### src/rtl/ysyx_24100027_ifu_pkg.sv
`timescale 1ns/1ps
`default_nettype none
// ============================================================================
//  Module      : ysyx_24100027_ifu_pkg
//  Description : Shared types and constants for the instruction fetch unit:
//                FSM state encoding, reset PC default, sequential increment.
//  Revision    : 1.0  initial release
// ============================================================================
package ysyx_24100027_ifu_pkg;

   // Fetch FSM states; 3 bits covers the six states with room to spare.
   typedef enum logic [2:0] {
      ST_IDLE = 3'd0,
      ST_REQ  = 3'd1,
      ST_WAIT = 3'd2,
      ST_HOLD = 3'd3,
      ST_EXEC = 3'd4,
      ST_ERR  = 3'd5
   } ifu_state_e;

   // Default first fetch address after reset.
   localparam logic [31:0] c_reset_pc = 32'h8000_0000;

   // Sequential instruction increment (one 32-bit instruction).
   localparam logic [31:0] c_pc_incr  = 32'd4;

endpackage
`default_nettype wire

### src/rtl/ysyx_24100027_ifu_if.sv
`timescale 1ns/1ps
`default_nettype none
// ============================================================================
//  Module      : ysyx_24100027_ifu_if
//  Description : Bundle of the IFU's memory, decoder and branch-control
//                signals. master = IFU side, slave = surrounding system.
//  Revision    : 1.0  initial release
// ============================================================================
interface ysyx_24100027_ifu_if;

   // Branch control from the execute stage
   logic        pc_a_sel;
   logic        pc_b_sel;
   logic [31:0] imm;
   logic [31:0] rs1;
   logic        commit;

   // Instruction memory request/response
   logic        imem_req_valid;
   logic        imem_req_ready;
   logic [31:0] imem_addr;
   logic        imem_rsp_valid;
   logic [31:0] imem_rsp_data;
   logic        imem_rsp_err;

   // Decoder handoff and status
   logic [31:0] inst;
   logic        inst_valid;
   logic        inst_ready;
   logic [31:0] pc;
   logic        fault;

   modport master (
      input  pc_a_sel, pc_b_sel, imm, rs1, commit,
      input  imem_req_ready, imem_rsp_valid, imem_rsp_data, imem_rsp_err,
      input  inst_ready,
      output imem_req_valid, imem_addr, inst, inst_valid, pc, fault
   );

   modport slave (
      output pc_a_sel, pc_b_sel, imm, rs1, commit,
      output imem_req_ready, imem_rsp_valid, imem_rsp_data, imem_rsp_err,
      output inst_ready,
      input  imem_req_valid, imem_addr, inst, inst_valid, pc, fault
   );

endinterface
`default_nettype wire

### src/rtl/ysyx_24100027_npc_adder.sv
`timescale 1ns/1ps
`default_nettype none
// ============================================================================
//  Module      : ysyx_24100027_npc_adder
//  Description : Next-PC computation. Operand A is +4 or the immediate,
//                operand B is the current pc or rs1 (jalr). The 32-bit sum
//                wraps and bit 0 is forced low.
//  Revision    : 1.0  initial release
// ============================================================================
module ysyx_24100027_npc_adder
   import ysyx_24100027_ifu_pkg::*;
(
   input  logic        pc_a_sel_i,
   input  logic        pc_b_sel_i,
   input  logic [31:0] imm_i,
   input  logic [31:0] rs1_i,
   input  logic [31:0] pc_i,
   output logic [31:0] next_pc_o
);

   logic [31:0] w_op_a;
   logic [31:0] w_op_b;
   logic [31:0] w_sum;

   assign w_op_a = pc_a_sel_i ? imm_i : c_pc_incr;
   assign w_op_b = pc_b_sel_i ? rs1_i : pc_i;

   // Carry out of bit 31 is intentionally dropped: addresses wrap.
   assign w_sum     = w_op_a + w_op_b;
   assign next_pc_o = {w_sum[31:1], 1'b0};

endmodule
`default_nettype wire

### src/rtl/ysyx_24100027_ifu.sv
`timescale 1ns/1ps
`default_nettype none
// ============================================================================
//  Module      : ysyx_24100027_ifu
//  Description : Instruction fetch unit. Issues one fetch at a time, holds
//                the returned instruction for the decoder, waits for the
//                instruction to retire, then loads the next pc. Bus errors
//                and misaligned targets park the unit in a sticky fault
//                state that only reset clears.
//  Revision    : 1.0  initial release
// ============================================================================
module ysyx_24100027_ifu
   import ysyx_24100027_ifu_pkg::*;
#(
   parameter logic [31:0] RESET_PC = c_reset_pc
)(
   input  logic                       clk,
   input  logic                       rst_n,
   ysyx_24100027_ifu_if.master        bus
);

   ifu_state_e  state_q;
   ifu_state_e  state_d;
   logic [31:0] pc_q;
   logic [31:0] pc_d;
   logic [31:0] inst_q;
   logic [31:0] inst_d;
   logic [31:0] w_next_pc;

   ysyx_24100027_npc_adder u_npc_adder (
      .pc_a_sel_i (bus.pc_a_sel),
      .pc_b_sel_i (bus.pc_b_sel),
      .imm_i      (bus.imm),
      .rs1_i      (bus.rs1),
      .pc_i       (pc_q),
      .next_pc_o  (w_next_pc)
   );

   // State, pc and instruction registers; reset drops any in-flight fetch.
   always_ff @(posedge clk) begin
      if (!rst_n) begin
         state_q <= ST_IDLE;
         pc_q    <= RESET_PC;
         inst_q  <= '0;
      end else begin
         state_q <= state_d;
         pc_q    <= pc_d;
         inst_q  <= inst_d;
      end
   end

   // Next state: each state reacts only to its own handshake, so stray
   // responses or commits in other states fall through to the hold defaults.
   always_comb begin
      state_d = state_q;
      pc_d    = pc_q;
      inst_d  = inst_q;
      case (state_q)
         ST_IDLE: begin
            state_d = ST_REQ;
         end
         ST_REQ: begin
            if (bus.imem_req_ready) begin
               state_d = ST_WAIT;
            end
         end
         ST_WAIT: begin
            if (bus.imem_rsp_valid) begin
               if (bus.imem_rsp_err) begin
                  state_d = ST_ERR;
               end else begin
                  inst_d  = bus.imem_rsp_data;
                  state_d = ST_HOLD;
               end
            end
         end
         ST_HOLD: begin
            if (bus.inst_ready) begin
               state_d = ST_EXEC;
            end
         end
         ST_EXEC: begin
            if (bus.commit) begin
               // pc takes the target even when misaligned so software can
               // see where the bad jump went.
               pc_d    = w_next_pc;
               state_d = w_next_pc[1] ? ST_ERR : ST_REQ;
            end
         end
         ST_ERR: begin
            state_d = ST_ERR;
         end
         default: begin
            state_d = ST_ERR;
         end
      endcase
   end

   // Outputs decode only registered state, never live inputs.
   assign bus.imem_req_valid = (state_q == ST_REQ);
   assign bus.imem_addr      = pc_q;
   assign bus.inst           = inst_q;
   assign bus.inst_valid     = (state_q == ST_HOLD);
   assign bus.pc             = pc_q;
   assign bus.fault          = (state_q == ST_ERR);

endmodule
`default_nettype wire

### src/flat_wrapper.sv
// flat-port wrapper written by rule: the top's interface ports become plain ports
module ysyx_24100027_ifu_flat import ysyx_24100027_ifu_pkg::*;
#(
   parameter logic [31:0] RESET_PC = c_reset_pc
)
  (clk, rst_n, bus_pc_a_sel, bus_pc_b_sel, bus_imm, bus_rs1, bus_commit, bus_imem_req_ready, bus_imem_rsp_valid, bus_imem_rsp_data, bus_imem_rsp_err, bus_inst_ready, bus_imem_req_valid, bus_imem_addr, bus_inst, bus_inst_valid, bus_pc, bus_fault);
  ysyx_24100027_ifu_if bus_i ();
  input  logic clk;
  input  logic rst_n;
  input wire logic [$bits(bus_i.pc_a_sel)-1:0] bus_pc_a_sel;
  input wire logic [$bits(bus_i.pc_b_sel)-1:0] bus_pc_b_sel;
  input wire logic [$bits(bus_i.imm)-1:0] bus_imm;
  input wire logic [$bits(bus_i.rs1)-1:0] bus_rs1;
  input wire logic [$bits(bus_i.commit)-1:0] bus_commit;
  input wire logic [$bits(bus_i.imem_req_ready)-1:0] bus_imem_req_ready;
  input wire logic [$bits(bus_i.imem_rsp_valid)-1:0] bus_imem_rsp_valid;
  input wire logic [$bits(bus_i.imem_rsp_data)-1:0] bus_imem_rsp_data;
  input wire logic [$bits(bus_i.imem_rsp_err)-1:0] bus_imem_rsp_err;
  input wire logic [$bits(bus_i.inst_ready)-1:0] bus_inst_ready;
  output wire logic [$bits(bus_i.imem_req_valid)-1:0] bus_imem_req_valid;
  output wire logic [$bits(bus_i.imem_addr)-1:0] bus_imem_addr;
  output wire logic [$bits(bus_i.inst)-1:0] bus_inst;
  output wire logic [$bits(bus_i.inst_valid)-1:0] bus_inst_valid;
  output wire logic [$bits(bus_i.pc)-1:0] bus_pc;
  output wire logic [$bits(bus_i.fault)-1:0] bus_fault;
  assign bus_i.pc_a_sel = bus_pc_a_sel;
  assign bus_i.pc_b_sel = bus_pc_b_sel;
  assign bus_i.imm = bus_imm;
  assign bus_i.rs1 = bus_rs1;
  assign bus_i.commit = bus_commit;
  assign bus_i.imem_req_ready = bus_imem_req_ready;
  assign bus_i.imem_rsp_valid = bus_imem_rsp_valid;
  assign bus_i.imem_rsp_data = bus_imem_rsp_data;
  assign bus_i.imem_rsp_err = bus_imem_rsp_err;
  assign bus_i.inst_ready = bus_inst_ready;
  assign bus_imem_req_valid = bus_i.imem_req_valid;
  assign bus_imem_addr = bus_i.imem_addr;
  assign bus_inst = bus_i.inst;
  assign bus_inst_valid = bus_i.inst_valid;
  assign bus_pc = bus_i.pc;
  assign bus_fault = bus_i.fault;
  ysyx_24100027_ifu #(.RESET_PC(RESET_PC)) u_core (.clk(clk), .rst_n(rst_n), .bus(bus_i));
endmodule
### config.mk
export PLATFORM = sky130hd
export DESIGN_NAME = ysyx_24100027_ifu_flat
export DESIGN_NICKNAME = d
export VERILOG_FILES = /design/src/rtl/ysyx_24100027_ifu_pkg.sv /design/src/rtl/ysyx_24100027_ifu_if.sv /design/src/rtl/ysyx_24100027_npc_adder.sv /design/src/rtl/ysyx_24100027_ifu.sv /design/src/flat_wrapper.sv
export SDC_FILE = /design/constraint.sdc
export NUM_CORES = 1
export LEC_CHECK = 0
export CORE_MARGIN = 3
export CORE_UTILIZATION = 38
export DETAILED_ROUTE_END_ITERATION = 10
export PLACE_DENSITY = 0.73
export SYNTH_ARGS = -nofsm -noshare
export SYNTH_HDL_FRONTEND = slang
export SYNTH_SLANG_ARGS = --single-unit
### constraint.sdc
create_clock -name clk -period 3.7 [get_ports clk]
set_input_delay 0.37 -clock clk [delete_from_list [all_inputs] [get_ports clk]]
set_output_delay 0.37 -clock clk [all_outputs]
set_load 0.01 [all_outputs]
=== Yosys cells after proc, flatten, opt, wreduce, memory -nomap -nowiden ===
Cells that the tools add are included.

* Bits in registers: 66
* Latch bits: 0
* RAM bits: 0
* Bits in read-only memories: 0
* Input bits: 105
* Memories kept: 0

* Add/sub/neg operators: 1
* Multipliers: 0
* Divide/modulo/power cells: 0
* Order comparisons: 0
* Equal/unequal tests: 9
* Shift operators: 0
* Muxes and demuxes: 9
* Bitwise logic cells: 1
* Reductions and logical operators: 4

{| class="wikitable"
|+ Operators by type and width
! cell !! number
|-
| 2-to-1 mux 32 bit || 2
|-
| adder 32 bit || 1
|-
| 2-to-1 mux 3 bit || 6
|-
| one-hot mux 3 bit (5 select lines) || 1
|-
| != test 2 bit, second input constant || 4
|-
| equality test 3 x 2 -> 1 bit, second input constant || 2
|-
| equality test 3 bit, second input constant || 2
|-
| AND reduction 4 bit || 1
|-
| equality test 3 x 1 -> 1 bit, second input constant || 1
|-
| logical NOT 3 bit || 1
|-
| AND reduction 3 bit || 1
|-
| AND reduction 2 bit || 1
|-
| inverter 1 bit || 1
|}

=== Longest topological paths before layout ===
Gate-level depths: netlist of the first run.

* Depth after elaboration: 5
* Mapped depth: 13
* Mapped depth without buffers: 11

=== By module ===
Synthesis of the first run repeated with hierarchy kept, for this count alone.

* Cells, all modules: 655
* Area, all modules: 5253.8 sq um

{| class="wikitable"
|+ By module, submodules not included
! module !! times used !! cells each !! area an instance (sq um) !! sequential area each (sq um)
|-
| ysyx_24100027_ifu || 1 || 341 || 2949.1 || 1341.3
|-
| ysyx_24100027_npc_adder || 1 || 314 || 2304.7 || 0.0
|}

=== Worst setup path before layout of the first run ===
OpenSTA, ideal clock, no wires.

* Path type: input -> register
* Start: input port bus_pc_b_sel
* End: register u_core.pc_q[24] (netlist: u_core.bus.imem_addr[24])
* Setup time: 0.132 ns
* Arrival: 3.129 ns
* Path slack: 0.439 ns
* Stages: 12
* Cell sequence: buf_4 -> clkbuf_1 -> mux2_2 -> fa_1 -> a21o_1 -> a221oi_1 -> o221a_1 -> o31ai_1 -> a21o_1 -> mux2i_1 -> o31ai_1 -> a21oi_1

* Word-level cells in the longest chain between the ends: 2

{| class="wikitable"
|+ RTL lines
! element !! RTL line !! source
|-
| from (decl) || flat_wrapper.sv:11 || <nowiki>input wire logic [$bits(bus_i.pc_b_sel)-1:0] bus_pc_b_sel;</nowiki>
|-
| 2-to-1 mux 32 bit || ysyx_24100027_npc_adder.sv:26 || <nowiki>assign w_op_b = pc_b_sel_i ? rs1_i : pc_i;</nowiki>
|-
| adder 32 bit || ysyx_24100027_npc_adder.sv:29 || <nowiki>assign w_sum = w_op_a + w_op_b;</nowiki>
|-
| to (signal assigned) || ysyx_24100027_ifu.sv:47 || <nowiki>pc_q <= pc_d;</nowiki>
|-
| to (decl) || ysyx_24100027_ifu.sv:24 || <nowiki>logic [31:0] pc_q;</nowiki>
|}

Every way passes these cells.
A chain may end at the register's enable or synchronous reset.

=== Worst setup path in the final report of the first run ===
* Start: input port bus_pc_b_sel
* End: register u_core.pc_q[31] (netlist: u_core.bus.imem_addr[31])

Same word-level chain as after synthesis.

==> out/summary.log, run 1 <==
qor: synth.synth_sequential_area_ratio 0.267
qor: setup_path.cp_max_fo 21
qor: clocking.cts_hold_buf 0
qor: layout.final_net_count 960
qor: clocking.cts_htree_levels 3
qor: clocking.clock_buffers_created_by_tritoncts 9
qor: floorplan.floorplan.die.width 120 um
qor: clocking.cts.reportedPaths.clkPinSlew 0.06 ns
qor: flow_run.cap_violations 0
qor: clocking.tritoncts built
qor: clocking.clock_sink_count 66
qor: layout.fin_area 0.00733 mm2
qor: setup_path.timing.critical_path.arrival 3.65 ns
qor: detailed_routing.detail_route.wirelength 16,400 um
qor: place.finalWeightedCongestion 0.930
qor: setup_path.worst-setup-path-type input port to flip-flop
qor: synth.ys_async_sr_fraction 0
qor: synth.edff_count_synth 0
qor: timing.relSlewSlack 0.218
qor: timing.final-setup-viol-count 0
qor: clocking.ctsRootBufferMaster sky130_fd_sc_hd__clkbuf_16
qor: floorplan.die_height 120 um
qor: floorplan.num_rows 41
qor: power.max-vdd-ir-drop 0.181 mV
qor: grt.global_route_wire_length_before_repair 26,000 um
qor: run_status.outcome finished clean
qor: timing.timing.fmax 296 MHz
qor: synth.yosysUniqueCellTypes 59
qor: timing.final-hold-violation-count 0
qor: place.place_hpwl 12,800 um
qor: power.power.density_cell_area 358 mW/mm2
qor: setup_path.setup.worst_path.end_class flip-flop
qor: detailed_routing.initialDrtViolationCount 240
qor: timing.worst-slew-pin-transition 1.17 ns
qor: detailed_routing.drt_drc_violations_left 0
qor: grt.globalRoute.totalOverflow 0
qor: timing.timing.final.crit_period 3.38 ns
qor: floorplan.fp.coreArea 0.0127 mm2
qor: timing.finClkSkew 0.00674 ns
qor: detailed_routing.dr_total_vias 5,277
qor: timing.timing.final.crit_share 0.913
qor: layout.final_core_util 0.579
qor: min_path.worstHoldPathType flip-flop to flip-flop
qor: grt.first_global_vias 5,283
qor: detailed_routing.post_drt_wl_per_cell 16.4 um
qor: synth.post_synth_inst_count 657
qor: floorplan.die-area 0.0145 mm2
qor: clocking.cts.repair.resized 0
qor: grt.grt_antenna_before_repair 0
qor: clocking.postCtsSetupRepairBufs 0
qor: setup_path.crit_path_start_kind input port
qor: layout.drive_above_1_share 0.101
qor: detailed_routing.drt_pass1_iterations 5
qor: clocking.insertion_delay 0.33 ns
qor: floorplan.ios 204
qor: timing.rsz0062_at_grt no
qor: timing.report.final.slew_viol_count 0
qor: grt.grt_start_max_net_pins 46
qor: synth.yosys_register_bits 66
qor: timing.setup-tns-final 0 ns
qor: detailed_routing.route.detailed.vias_per_inst 5.27
qor: synth.syn_area_per_cell 7.55 um2
qor: synth.netlist_area 0.00496 mm2
qor: detailed_routing.drt.antenna.violating_nets 0
qor: floorplan.start_util 0.391
qor: layout.area_growth 47.9%
qor: power.static-leakage-power 2.78 nW
qor: power.sum_of_internal_switching_and_leakage_power 2.63 mW
qor: synth.synthFlopType sky130_fd_sc_hd__dfxtp_1
qor: synth.yosys_warnings 0
qor: layout.n_fill_cell 1,161
qor: grt.groute.usage.overall 0.218
qor: clocking.cts-root-to-sink-buffers 2
qor: layout.antenna_cells 0
qor: place.portBuffers 201
qor: setup_path.required 3.98 ns
qor: place.dpl-instance-area 0.00701 mm2
cells in the mapped netlist, types with 9 or more instances:
master / number / area share
sky130_fd_sc_hd__nor2_1: 25 / 0.019
sky130_fd_sc_hd__buf_4: 34 / 0.051
sky130_fd_sc_hd__a21o_1: 11 / 0.017
sky130_fd_sc_hd__nand2b_1: 9 / 0.011
sky130_fd_sc_hd__a21oi_1: 84 / 0.085
sky130_fd_sc_hd__and2_1: 31 / 0.039
sky130_fd_sc_hd__inv_1: 13 / 0.0098
sky130_fd_sc_hd__o21ai_1: 14 / 0.014
sky130_fd_sc_hd__ha_1: 30 / 0.076
sky130_fd_sc_hd__nand3_1: 18 / 0.018
sky130_fd_sc_hd__mux2_2: 30 / 0.068
sky130_fd_sc_hd__o21ai_0: 15 / 0.015
sky130_fd_sc_hd__nand4_1: 12 / 0.015
sky130_fd_sc_hd__dfxtp_1: 66 / 0.27
sky130_fd_sc_hd__clkbuf_1: 37 / 0.028
sky130_fd_sc_hd__nand2_1: 123 / 0.093
sky130_fd_sc_hd__xnor2_1: 16 / 0.028
metal layers:
metal  routed length, um  global-route usage  up-vias
met2                7930               0.372      186
met4                 326              0.0630        0
met1                7220               0.279     2455
met3                 953              0.0468       28
li1                    -                   -     2608
met5                   0                   0        -
cell type report:
type | instances | area [um2] | share of cell area
Multi-Input combinational cell | 506 | 3190 | 0.435
Clock buffer | 10 | 229 | 0.0312
Inverter | 14 | 52.6 | 0.00717
Timing Repair Buffer | 227 | 2230 | 0.304
Tap cell | 172 | 215 | 0.0294
Clock inverter | 6 | 88.8 | 0.0121
Sequential cell | 66 | 1320 | 0.180
kinds of logic after synthesis:
family	Yosys count	share of synthesized area
buf+inv	86	0.0911
other cells	1	0.000756
mux	34	0.0762
compound gates	169	0.211
simple gates	248	0.236
flops	66	0.267
fa+ha+maj	31	0.0798
xor+xnor	22	0.0389
power by group:
group	internal (mW)	total, mW	switching (mW)
combinational	0.444	0.869	0.425
sequential	0.764	0.827	0.0638
clock	0.591	0.928	0.337
worst paths after layout:
kind | from | to | slack [ns] | cells after the start
setup / recovery | bus_pc_b_sel | u_core.bus.imem_addr[31] | 0.32 | 12
hold / removal | u_core.bus.inst[11] | u_core.bus.inst[11] | 0.45 | 2
setup reg to reg | u_core.bus.imem_addr[1] | u_core.bus.imem_addr[30] | 0.76 | 10
hold reg to reg | u_core.bus.inst[11] | u_core.bus.inst[11] | 0.45 | 2
sequential cells by signal, summed over array words and instances, names as in the netlist:
| signal | flops |
|---|---|
| u_core.bus.inst | 32 |
| u_core.bus.imem_addr | 31 |
| u_core.state_q | 3 |
worst max-delay path, cell delays in order:
cell	delay [ns]
sky130_fd_sc_hd__clkdlybuf4s50_1	0.53
sky130_fd_sc_hd__buf_12	0.20
sky130_fd_sc_hd__mux2_2	0.35
sky130_fd_sc_hd__ha_1	0.38
sky130_fd_sc_hd__o21ai_0	0.15
sky130_fd_sc_hd__a21oi_2	0.20
sky130_fd_sc_hd__a221oi_2	0.10
sky130_fd_sc_hd__o31ai_2	0.32
sky130_fd_sc_hd__a31oi_1	0.22
sky130_fd_sc_hd__o21a_1	0.23
sky130_fd_sc_hd__or4_1	0.50
sky130_fd_sc_hd__nand3_1	0.10
metrics by stage:
step | hold WS (ns) | cells | setup WS (ns)
CTS | 0.455 | 1001 | 0.380
detailed placement | 0.446 | 985 | 0.0341
finish | 0.452 | 1001 | 0.324
global placement | 0.441 | 985 | 0.0881
global route | 0.475 | 1001 | 0.216
floorplan | 0.481 | 658 | 0.439
cells in the final DEF, fill, tap and decap left out, types with 3 or more instances in the layout:
cell type / netlist / layout
sky130_fd_sc_hd__o31ai_1: 4 / 4
sky130_fd_sc_hd__a21o_1: 11 / 11
sky130_fd_sc_hd__nand4_1: 12 / 12
sky130_fd_sc_hd__buf_4: 34 / 24
sky130_fd_sc_hd__mux2i_1: 4 / 4
sky130_fd_sc_hd__o221ai_1: 3 / 3
sky130_fd_sc_hd__nand3_1: 18 / 18
sky130_fd_sc_hd__clkbuf_16: 0 / 9
sky130_fd_sc_hd__inv_1: 13 / 13
sky130_fd_sc_hd__a31oi_1: 7 / 7
sky130_fd_sc_hd__and3_1: 6 / 6
sky130_fd_sc_hd__o21bai_1: 4 / 4
sky130_fd_sc_hd__nor3_1: 8 / 7
sky130_fd_sc_hd__and2_1: 31 / 31
sky130_fd_sc_hd__clkdlybuf4s50_1: 0 / 201
sky130_fd_sc_hd__nand2b_1: 9 / 9
sky130_fd_sc_hd__o21ai_0: 15 / 15
sky130_fd_sc_hd__a211oi_1: 3 / 3
sky130_fd_sc_hd__ha_1: 30 / 30
sky130_fd_sc_hd__o21a_1: 4 / 4
sky130_fd_sc_hd__or2_2: 3 / 3
sky130_fd_sc_hd__dfxtp_1: 66 / 66
sky130_fd_sc_hd__nor2_1: 25 / 25
sky130_fd_sc_hd__o21ai_1: 14 / 14
sky130_fd_sc_hd__a21oi_1: 84 / 84
sky130_fd_sc_hd__xor2_1: 6 / 6
sky130_fd_sc_hd__nand2_1: 123 / 123
sky130_fd_sc_hd__xnor2_1: 16 / 16
sky130_fd_sc_hd__or3_1: 3 / 3
sky130_fd_sc_hd__mux2_2: 30 / 30
(Power assumes the default switching activity.)
==> run 2: changes to the inputs <==
CORE_UTILIZATION = 44   (was 38)
PLACE_DENSITY = 0.82   (was 0.73)
==> run 2 against run 1 <==
First-iteration DRC count is 8.8% higher; worst hold slack worse by 0.00087 ns; maximum frequency shrank 2.9%; sequential cell count did not move; sequential share of layout area rose by 0.12 points; global-route usage up 3.2 points; non-clock buffer count shrank 6; largest cell class unchanged.
==> out/summary.log, run 2 (synthesis gave the netlist of run 1 again) <==
qor: layout.n_fill_cell 898 [-23%]
qor: place.portBuffers 201 [unchanged]
qor: timing.report.final.slew_viol_count 0 [unchanged]
qor: power.p_switching 0.829 mW [+0.36%]
qor: setup_path.worst-r2r-cell-count 10 [unchanged]
qor: setup_path.crit_path_start_kind input port
qor: setup_path.timing.critical_path.slowest_stage_cell sky130_fd_sc_hd__clkdlybuf4s50_1
qor: setup_path.critical-path-max-stage-delay 0.63 ns [+0.10 ns]
qor: flow_run.cap_violations 0 [unchanged]
qor: clocking.cts.repair.resized 0 [unchanged]
qor: layout.antenna_cells 0 [unchanged]
qor: detailed_routing.post_drt_wl_per_cell 16.6 um [+0.95%]
qor: grt.globalRoute.totalOverflow 0 [unchanged]
qor: setup_path.path_depth 12 [unchanged]
qor: detailed_routing.drt.antenna.violating_nets 0 [unchanged]
qor: floorplan.num_rows 38 [-7.3%]
qor: setup_path.worst-setup-path-type input port to flip-flop
qor: setup_path.family_of_cells_with_the_greatest_summed_delay_on_the_critical_path compound AO/OA/AOI/OAI gates
qor: clocking.insertion_delay 0.34 ns [about the same]
qor: floorplan.die_height 112 um [-6.7%]
qor: min_path.worst_hold_path.num_cells 2 [unchanged]
qor: layout.final_cell_mix sky130_fd_sc_hd__clkdlybuf4s50_1 (201), sky130_fd_sc_hd__nand2_1 (123), sky130_fd_sc_hd__a21oi_1 (84)
qor: timing.finClkSkew 0.00667 ns [-0.0000762 ns]
qor: grt.global_route_wire_length_before_repair 26,000 um [+0.24%]
qor: clocking.cts.reportedPaths.clkPinSlew 0.05 ns [about the same]
qor: clocking.cts_hold_buf 0 [unchanged]
qor: clocking.clock_sink_count 66 [unchanged]
qor: setup_path.timing.critical_path.cells clkdlybuf4s50_1, buf_12, mux2_2, ha_1, o211ai_1, nor2_1, o21ai_0, o31ai_2, a31oi_1, o21a_1, or4_1, nand3_1
qor: power.power_frac_comb 0.311 [-0.020]
qor: layout.largest_register_ff_count 32 [unchanged]
qor: floorplan.die-area 0.0126 mm2 [-13%]
qor: clocking.clock_buffers_created_by_tritoncts 9 [unchanged]
qor: setup_path.setup.worst_path.end_class flip-flop
qor: min_path.worstHoldPathType flip-flop to flip-flop
qor: timing.finalWorstSetupSlack 0.223 ns [-0.101 ns]
qor: timing.relSlewSlack 0.185 [-0.0330]
qor: clocking.postCtsSetupRepairBufs 0 [unchanged]
qor: clocking.ctsRootBufferMaster sky130_fd_sc_hd__clkbuf_16
qor: timing.final-setup-viol-count 0 [unchanged]
qor: power.power.switching_fraction 0.301 [-0.0140]
qor: run_status.outcome finished clean
qor: clocking.cts-root-to-sink-buffers 2 [unchanged]
qor: min_path.holdPathEnd u_core.bus.inst[14]
qor: layout.area_growth 46.9%
qor: floorplan.fp.coreArea 0.0109 mm2 [-14%]
qor: detailed_routing.drt_pass1_iterations 6 [+1]
qor: detailed_routing.drt_drc_violations_left 0 [unchanged]
qor: power.cell_internal_pwr 1.93 mW [+7.2%]
qor: place.place_hpwl 12,100 um [-5.5%]
qor: layout.final_net_count 954 [-0.63%]
qor: timing.final-hold-violation-count 0 [unchanged]
qor: grt.grt_start_max_net_pins 44 [-4.3%]
qor: power.power.density_cell_area 379 mW/mm2 [+5.7%]
qor: timing.worst-slew-pin-transition 1.22 ns [+0.0493 ns]
qor: place.dp_worst_setup_slack -0.0717 ns [-0.106 ns]
qor: grt.groute.usage.overall 0.250 [+0.0318]
qor: clocking.cts_htree_levels 3 [unchanged]
qor: timing.timing.fmax 288 MHz [-2.9%]
qor: timing.timing.final.crit_period 3.48 ns [+0.101 ns]
qor: setup_path.cp_max_fo 26 [+24%]
qor: floorplan.start_util 0.453 [+0.0621]
qor: layout.fin_area 0.00728 mm2 [-0.67%]
qor: detailed_routing.initialDrtViolationCount 261 [+8.8%]
qor: power.sequentialPowerShare 0.300 [-0.015]
qor: setup_path.timing.critical_path.arrival 3.75 ns [+0.10 ns]
qor: setup_path.worst-path-buf-inv 2 [unchanged]
qor: setup_path.required 3.98 ns [about the same]
qor: floorplan.ios 204 [unchanged]
qor: detailed_routing.dr_total_vias 5,320 [+0.81%]
qor: detailed_routing.route.detailed.vias_per_inst 5.52 [+4.8%]
qor: timing.timing.final.crit_share 0.940 [+0.0273]
qor: place.dpl-instance-area 0.00692 mm2 [-1.4%]
qor: power.pwr-share-clk 0.389 [+0.035]
qor: layout.drive_above_1_share 0.0948 [-0.00655]
qor: min_path.holdCritStartpoint u_core.bus.inst[14]
qor: clocking.tritoncts built
qor: setup_path.regToRegEndpoint u_core.bus.imem_addr[30]
qor: timing.rsz0062_at_grt no
qor: place.finalWeightedCongestion 0.942 [+1.3%]
qor: floorplan.floorplan.die.width 112 um [-6.7%]
qor: power.static-leakage-power 2.78 nW [-0.27%]
qor: power.max-vdd-ir-drop 0.208 mV [+15%]
qor: setup_path.worst_r2r_startpoint u_core.bus.imem_addr[1]
qor: layout.final_common_cell sky130_fd_sc_hd__clkdlybuf4s50_1
qor: setup_path.reg2reg_slack 0.67 ns [-0.09 ns]
qor: grt.first_global_vias 5,158 [-2.4%]
qor: detailed_routing.detail_route.wirelength 15,900 um [-2.9%]
qor: grt.grt_antenna_before_repair 0 [unchanged]
[run 2: cell count changes in the layout (fill, tap and decap cells not counted), sizes merged]
cell / previous run / this run
buf: 26 / 20
bufinv: 2 / 4
clkinvlp: 2 / 0
[run 2: worst max path at each step]
stage	startpoint	end	slack, ns
2_1_floorplan	bus_pc_b_sel	u_core.bus.imem_addr[24]	0.44
3_3_place_gp	bus_pc_b_sel	u_core.bus.imem_addr[30]	0.03
3_5_place_dp	bus_pc_b_sel	u_core.bus.imem_addr[30]	-0.07
4_1_cts	bus_pc_b_sel	u_core.bus.imem_addr[30]	0.27
5_1_grt	bus_pc_b_sel	u_core.bus.imem_addr[30]	0.08
6_report	bus_pc_b_sel	u_core.bus.imem_addr[31]	0.22
[run 2: power groups by stage]
stage,combinational (mW),sequential (mW),clock (mW)
floorplan,0.503,0.831,0
global placement,0.828,0.837,0
detailed placement,0.843,0.842,0
CTS,0.854,0.827,1.08
global route,0.931,0.838,1.11
finish,0.857,0.827,1.07
[run 2: per-layer routing]
metal / wire length, um / global-route usage
met1: 6710 / 0.321
met2: 7810 / 0.420
met3: 1090 / 0.0507
met4: 338 / 0.0833
met5: 0 / 0
[run 2: worst register-to-register path: stages (launching register included)]
cell and delay [ns]:
sky130_fd_sc_hd__dfxtp_1 0.37, sky130_fd_sc_hd__mux2_2 0.31, sky130_fd_sc_hd__fa_1 0.44, sky130_fd_sc_hd__a21o_1 0.23, sky130_fd_sc_hd__a221o_1 0.34, sky130_fd_sc_hd__a311oi_1 0.32
sky130_fd_sc_hd__o21ai_1 0.14, sky130_fd_sc_hd__a31oi_1 0.33, sky130_fd_sc_hd__and3_1 0.23, sky130_fd_sc_hd__o31ai_1 0.08, sky130_fd_sc_hd__a21oi_1 0.15
[run 2: final cells by class]
type,instances,area [um2],share of cell area
Sequential cell,66,1320,0.181
Clock inverter,6,138,0.0189
Clock buffer,10,229,0.0314
Inverter,14,52.6,0.00722
Multi-Input combinational cell,506,3190,0.438
Tap cell,140,175,0.0241
Timing Repair Buffer,221,2170,0.299
[run 2: stage by stage]
| stage | utilization | cells | TNS (ns) | hold WS, ns | power, mW |
|---|---|---|---|---|---|
| 2_1_floorplan | - | 658 | 0 | 0.481 | 1.33 |
| 3_3_place_gp | 0.632 | 947 | 0 | 0.440 | 1.66 |
| 3_5_place_dp | 0.632 | 947 | -0.265 | 0.446 | 1.69 |
| 4_1_cts | 0.666 | 963 | 0 | 0.453 | 2.76 |
| 5_1_grt | 0.666 | 963 | 0 | 0.468 | 2.88 |
| 6_report | 0.666 | 963 | 0 | 0.451 | 2.76 |
==> run 3: changes to the inputs <==
CAP_MARGIN = 15   (was default)
CORE_MARGIN = default   (was 3)
==> run 3 against run 2 <==
Clock power decreased by 21%; first-iteration DRC count increased by 34%; maximum frequency decreased by 1.8%; count of clock-buffer cells in the layout unchanged; worst hold slack better by 0.0053 ns; total power decreased by 6.8%; cell count grew 2.8%; worst setup slack worse by 0.065 ns; sequential share of layout area fell by 0.27 points; sequential cell count unchanged; critical path depth increased by 1; critical endpoint unchanged; largest cell class unchanged.
==> out/summary.log, run 3 (synthesis gave the netlist of run 1 again) <==
qor: detailed_routing.drt.antenna.violating_nets 0 [unchanged]
qor: setup_path.cp_max_fo 19 [-27%]
qor: setup_path.worst-r2r-cell-count 10 [unchanged]
qor: detailed_routing.initialDrtViolationCount 349 [+34%]
qor: timing.report.final.slew_viol_count 0 [unchanged]
qor: power.power.switching_fraction 0.320 [+0.0192]
qor: setup_path.timing.critical_path.cells clkdlybuf4s50_1, buf_4, buf_12, mux2_2, ha_1, a21o_1, a21oi_1, o21ai_1, a21o_1, a21oi_1, nor3_1, a2111oi_0, nand3_1
qor: detailed_routing.route.detailed.vias_per_inst 5.52 [about the same]
qor: layout.antenna_cells 0 [unchanged]
qor: floorplan.start_util 0.455 [+0.00198]
qor: timing.timing.fmax 282 MHz [-1.8%]
qor: floorplan.num_rows 38 [unchanged]
qor: timing.final-hold-violation-count 0 [unchanged]
qor: clocking.tritoncts built
qor: layout.multi_input_gate_area 0.00319 mm2 [unchanged]
qor: timing.hold-worst-slack 0.457 ns [+0.00533 ns]
qor: power.cell_internal_pwr 1.75 mW [-9.3%]
qor: setup_path.timing.critical_path.arrival 3.77 ns [+0.02 ns]
qor: grt.globalRoute.totalOverflow 0 [unchanged]
qor: timing.relSlewSlack 0.384 [+0.199]
qor: detailed_routing.dr_total_vias 5,464 [+2.7%]
qor: setup_path.worstSetupEndpoint u_core.bus.imem_addr[31]
qor: timing.timing.final.crit_share 0.957 [+0.0176]
qor: setup_path.worst_r2r_startpoint u_core.bus.imem_addr[1]
qor: clocking.cts-root-to-sink-buffers 2 [unchanged]
qor: power.sequentialPowerShare 0.321 [+0.021]
qor: grt.grt_antenna_before_repair 0 [unchanged]
qor: place.place_hpwl 12,300 um [+1.9%]
qor: setup_path.worst-setup-path-type input port to flip-flop
qor: setup_path.critical_path_source bus_pc_b_sel
qor: place.portBuffers 201 [unchanged]
qor: timing.final-setup-viol-count 0 [unchanged]
qor: layout.final_cell_mix sky130_fd_sc_hd__clkdlybuf4s50_1 (201), sky130_fd_sc_hd__nand2_1 (123), sky130_fd_sc_hd__a21oi_1 (84)
qor: clocking.cts_hold_buf 0 [unchanged]
qor: clocking.clock_sink_count 66 [unchanged]
qor: clocking.cts_htree_levels 3 [unchanged]
qor: detailed_routing.drt_drc_violations_left 0 [unchanged]
qor: setup_path.setup.worst_path.end_class flip-flop
qor: detailed_routing.met1Wirelength 6710 um [+0.12%]
qor: power.power.density_cell_area 348 mW/mm2 [-8.1%]
qor: grt.first_global_vias 5,298 [+2.7%]
qor: timing.finClkSkew 0.0125 ns [+0.00582 ns]
qor: place.finalWeightedCongestion 0.956 [+1.5%]
qor: detailed_routing.wl_met3 860 um [-21%]
qor: power.static-leakage-power 2.87 nW [+3.2%]
qor: layout.area_growth 49.1%
qor: layout.drive_above_1_share 0.124 [+0.0288]
qor: min_path.worstHoldPathType flip-flop to flip-flop
qor: power.max-vdd-ir-drop 0.196 mV [-5.5%]
qor: detailed_routing.met2_length 8250 um [+5.5%]
qor: detailed_routing.top_signal_layer_used met4
qor: layout.final_common_cell sky130_fd_sc_hd__clkdlybuf4s50_1
qor: timing.worst-slew-pin-transition 0.924 ns [-0.296 ns]
qor: floorplan.die_height 108 um [-3.6%]
qor: timing.rsz0062_at_grt no
qor: grt.groute.usage.overall 0.274 [+0.0243]
qor: clocking.postCtsSetupRepairBufs 0 [unchanged]
qor: layout.largest_register_ff_count 32 [unchanged]
qor: clocking.cts.reportedPaths.clkPinSlew 0.08 ns [+0.03 ns]
qor: setup_path.crit_path_start_kind input port
qor: flow_run.cap_violations 0 [unchanged]
qor: floorplan.die-area 0.0117 mm2 [-7.0%]
qor: clocking.insertion_delay 0.36 ns [+0.02 ns]
qor: setup_path.required 3.93 ns [-0.05 ns]
qor: grt.grt_start_max_net_pins 54 [+23%]
qor: clocking.clock_buffers_created_by_tritoncts 9 [unchanged]
qor: run_status.outcome finished clean
qor: power.sum_of_internal_switching_and_leakage_power 2.57 mW [-6.8%]
qor: power.pwr-share-clk 0.329 [-0.060]
qor: layout.final_net_count 981 [+2.8%]
qor: clocking.ctsRootBufferMaster sky130_fd_sc_hd__clkbuf_8
qor: detailed_routing.drt_pass1_iterations 6 [unchanged]
qor: grt.global_route_wire_length_before_repair 25,100 um [-3.4%]
qor: timing.finalWorstSetupSlack 0.157 ns [-0.0652 ns]
qor: power.power_frac_comb 0.350 [+0.039]
qor: setup_path.regToRegEndpoint u_core.bus.imem_addr[30]
qor: detailed_routing.detail_route.wirelength 16,300 um [+2.4%]
qor: layout.n_fill_cell 905 [+0.78%]
qor: timing.timing.final.crit_period 3.54 ns [+0.0652 ns]
qor: power.p_switching 0.823 mW [-0.80%]
qor: detailed_routing.post_drt_wl_per_cell 16.5 um [-0.40%]
qor: setup_path.critical-path-max-stage-delay 0.63 ns [about the same]
qor: setup_path.timing.critical_path.slowest_stage_cell sky130_fd_sc_hd__clkdlybuf4s50_1
qor: floorplan.floorplan.die.width 108 um [-3.6%]
qor: floorplan.fp.coreArea 0.0109 mm2 [-0.44%]
qor: place.dp_worst_setup_slack -0.133 ns [-0.0614 ns]
qor: setup_path.reg2reg_slack 0.72 ns [+0.05 ns]
qor: clocking.cts.repair.resized 0 [unchanged]
qor: floorplan.ios 204 [unchanged]
qor: layout.register_area 0.00132 mm2 [unchanged]
## run 3: cell count changes in the layout (fill, tap and decap cells not counted), sizes merged
cell / change
buf: +27
## run 3: power by group through the flow
stage	registers [mW]	logic, mW	clock network [mW]
2_1_floorplan	0.831	0.503	0
3_3_place_gp	0.835	0.861	0
3_5_place_dp	0.841	0.881	0
4_1_cts	0.825	0.889	0.850
5_1_grt	0.835	0.971	0.883
6_report	0.826	0.900	0.845
## run 3: worst min-delay path by stage
| stage | from | to | slack (ns) | cells after the start |
|---|---|---|---|---|
| final | u_core.bus.inst[28] | u_core.bus.inst[28] | 0.46 | 2 |
| after global routing | u_core.bus.inst[7] | u_core.bus.inst[7] | 0.48 | 2 |
| after CTS | u_core.bus.inst[18] | u_core.bus.inst[18] | 0.46 | 2 |
| after detailed placement | u_core.bus.inst[18] | u_core.bus.inst[18] | 0.45 | 2 |
| after global placement | u_core.bus.inst[2] | u_core.bus.inst[2] | 0.44 | 2 |
| after floorplan | u_core.bus.inst[0] | u_core.bus.inst[0] | 0.48 | 2 |
## run 3: per-stage QoR
stage | TNS [ns] | area, um2 | cells | utilization
global placement | 0 | 7110 | 973 | 0.653
detailed placement | -0.277 | 7110 | 973 | 0.653
global route | 0 | 7390 | 990 | 0.679
finish | 0 | 7390 | 990 | 0.679
floorplan | 0 | 4960 | 658 | -
CTS | 0 | 7380 | 989 | 0.678
## run 3: critical path, delay by kind of cell
kind                     cells  cell delay, ns
adder cells (fa/ha/maj)      1            0.31
AO/OA/AOI/OAI                6            1.45
multiplexers                 1            0.35
AND/OR/NAND/NOR              2            0.21
buffers and inverters        3            1.07
## run 3: layer usage
layer	GRT usage	vias to the layer above
li1	-	2649
met1	0.320	2567
met2	0.492	209
met3	0.0356	39
met4	0.132	0
met5	0	-
## run 3: area by class of cell
cell class	count	area share
clock inverter	6	0.0186
timing repair buffer	248	0.323
clock buffer	10	0.0173
inverter	14	0.00711
tap	140	0.0237
multi-input combinational	506	0.432
sequential	66	0.179
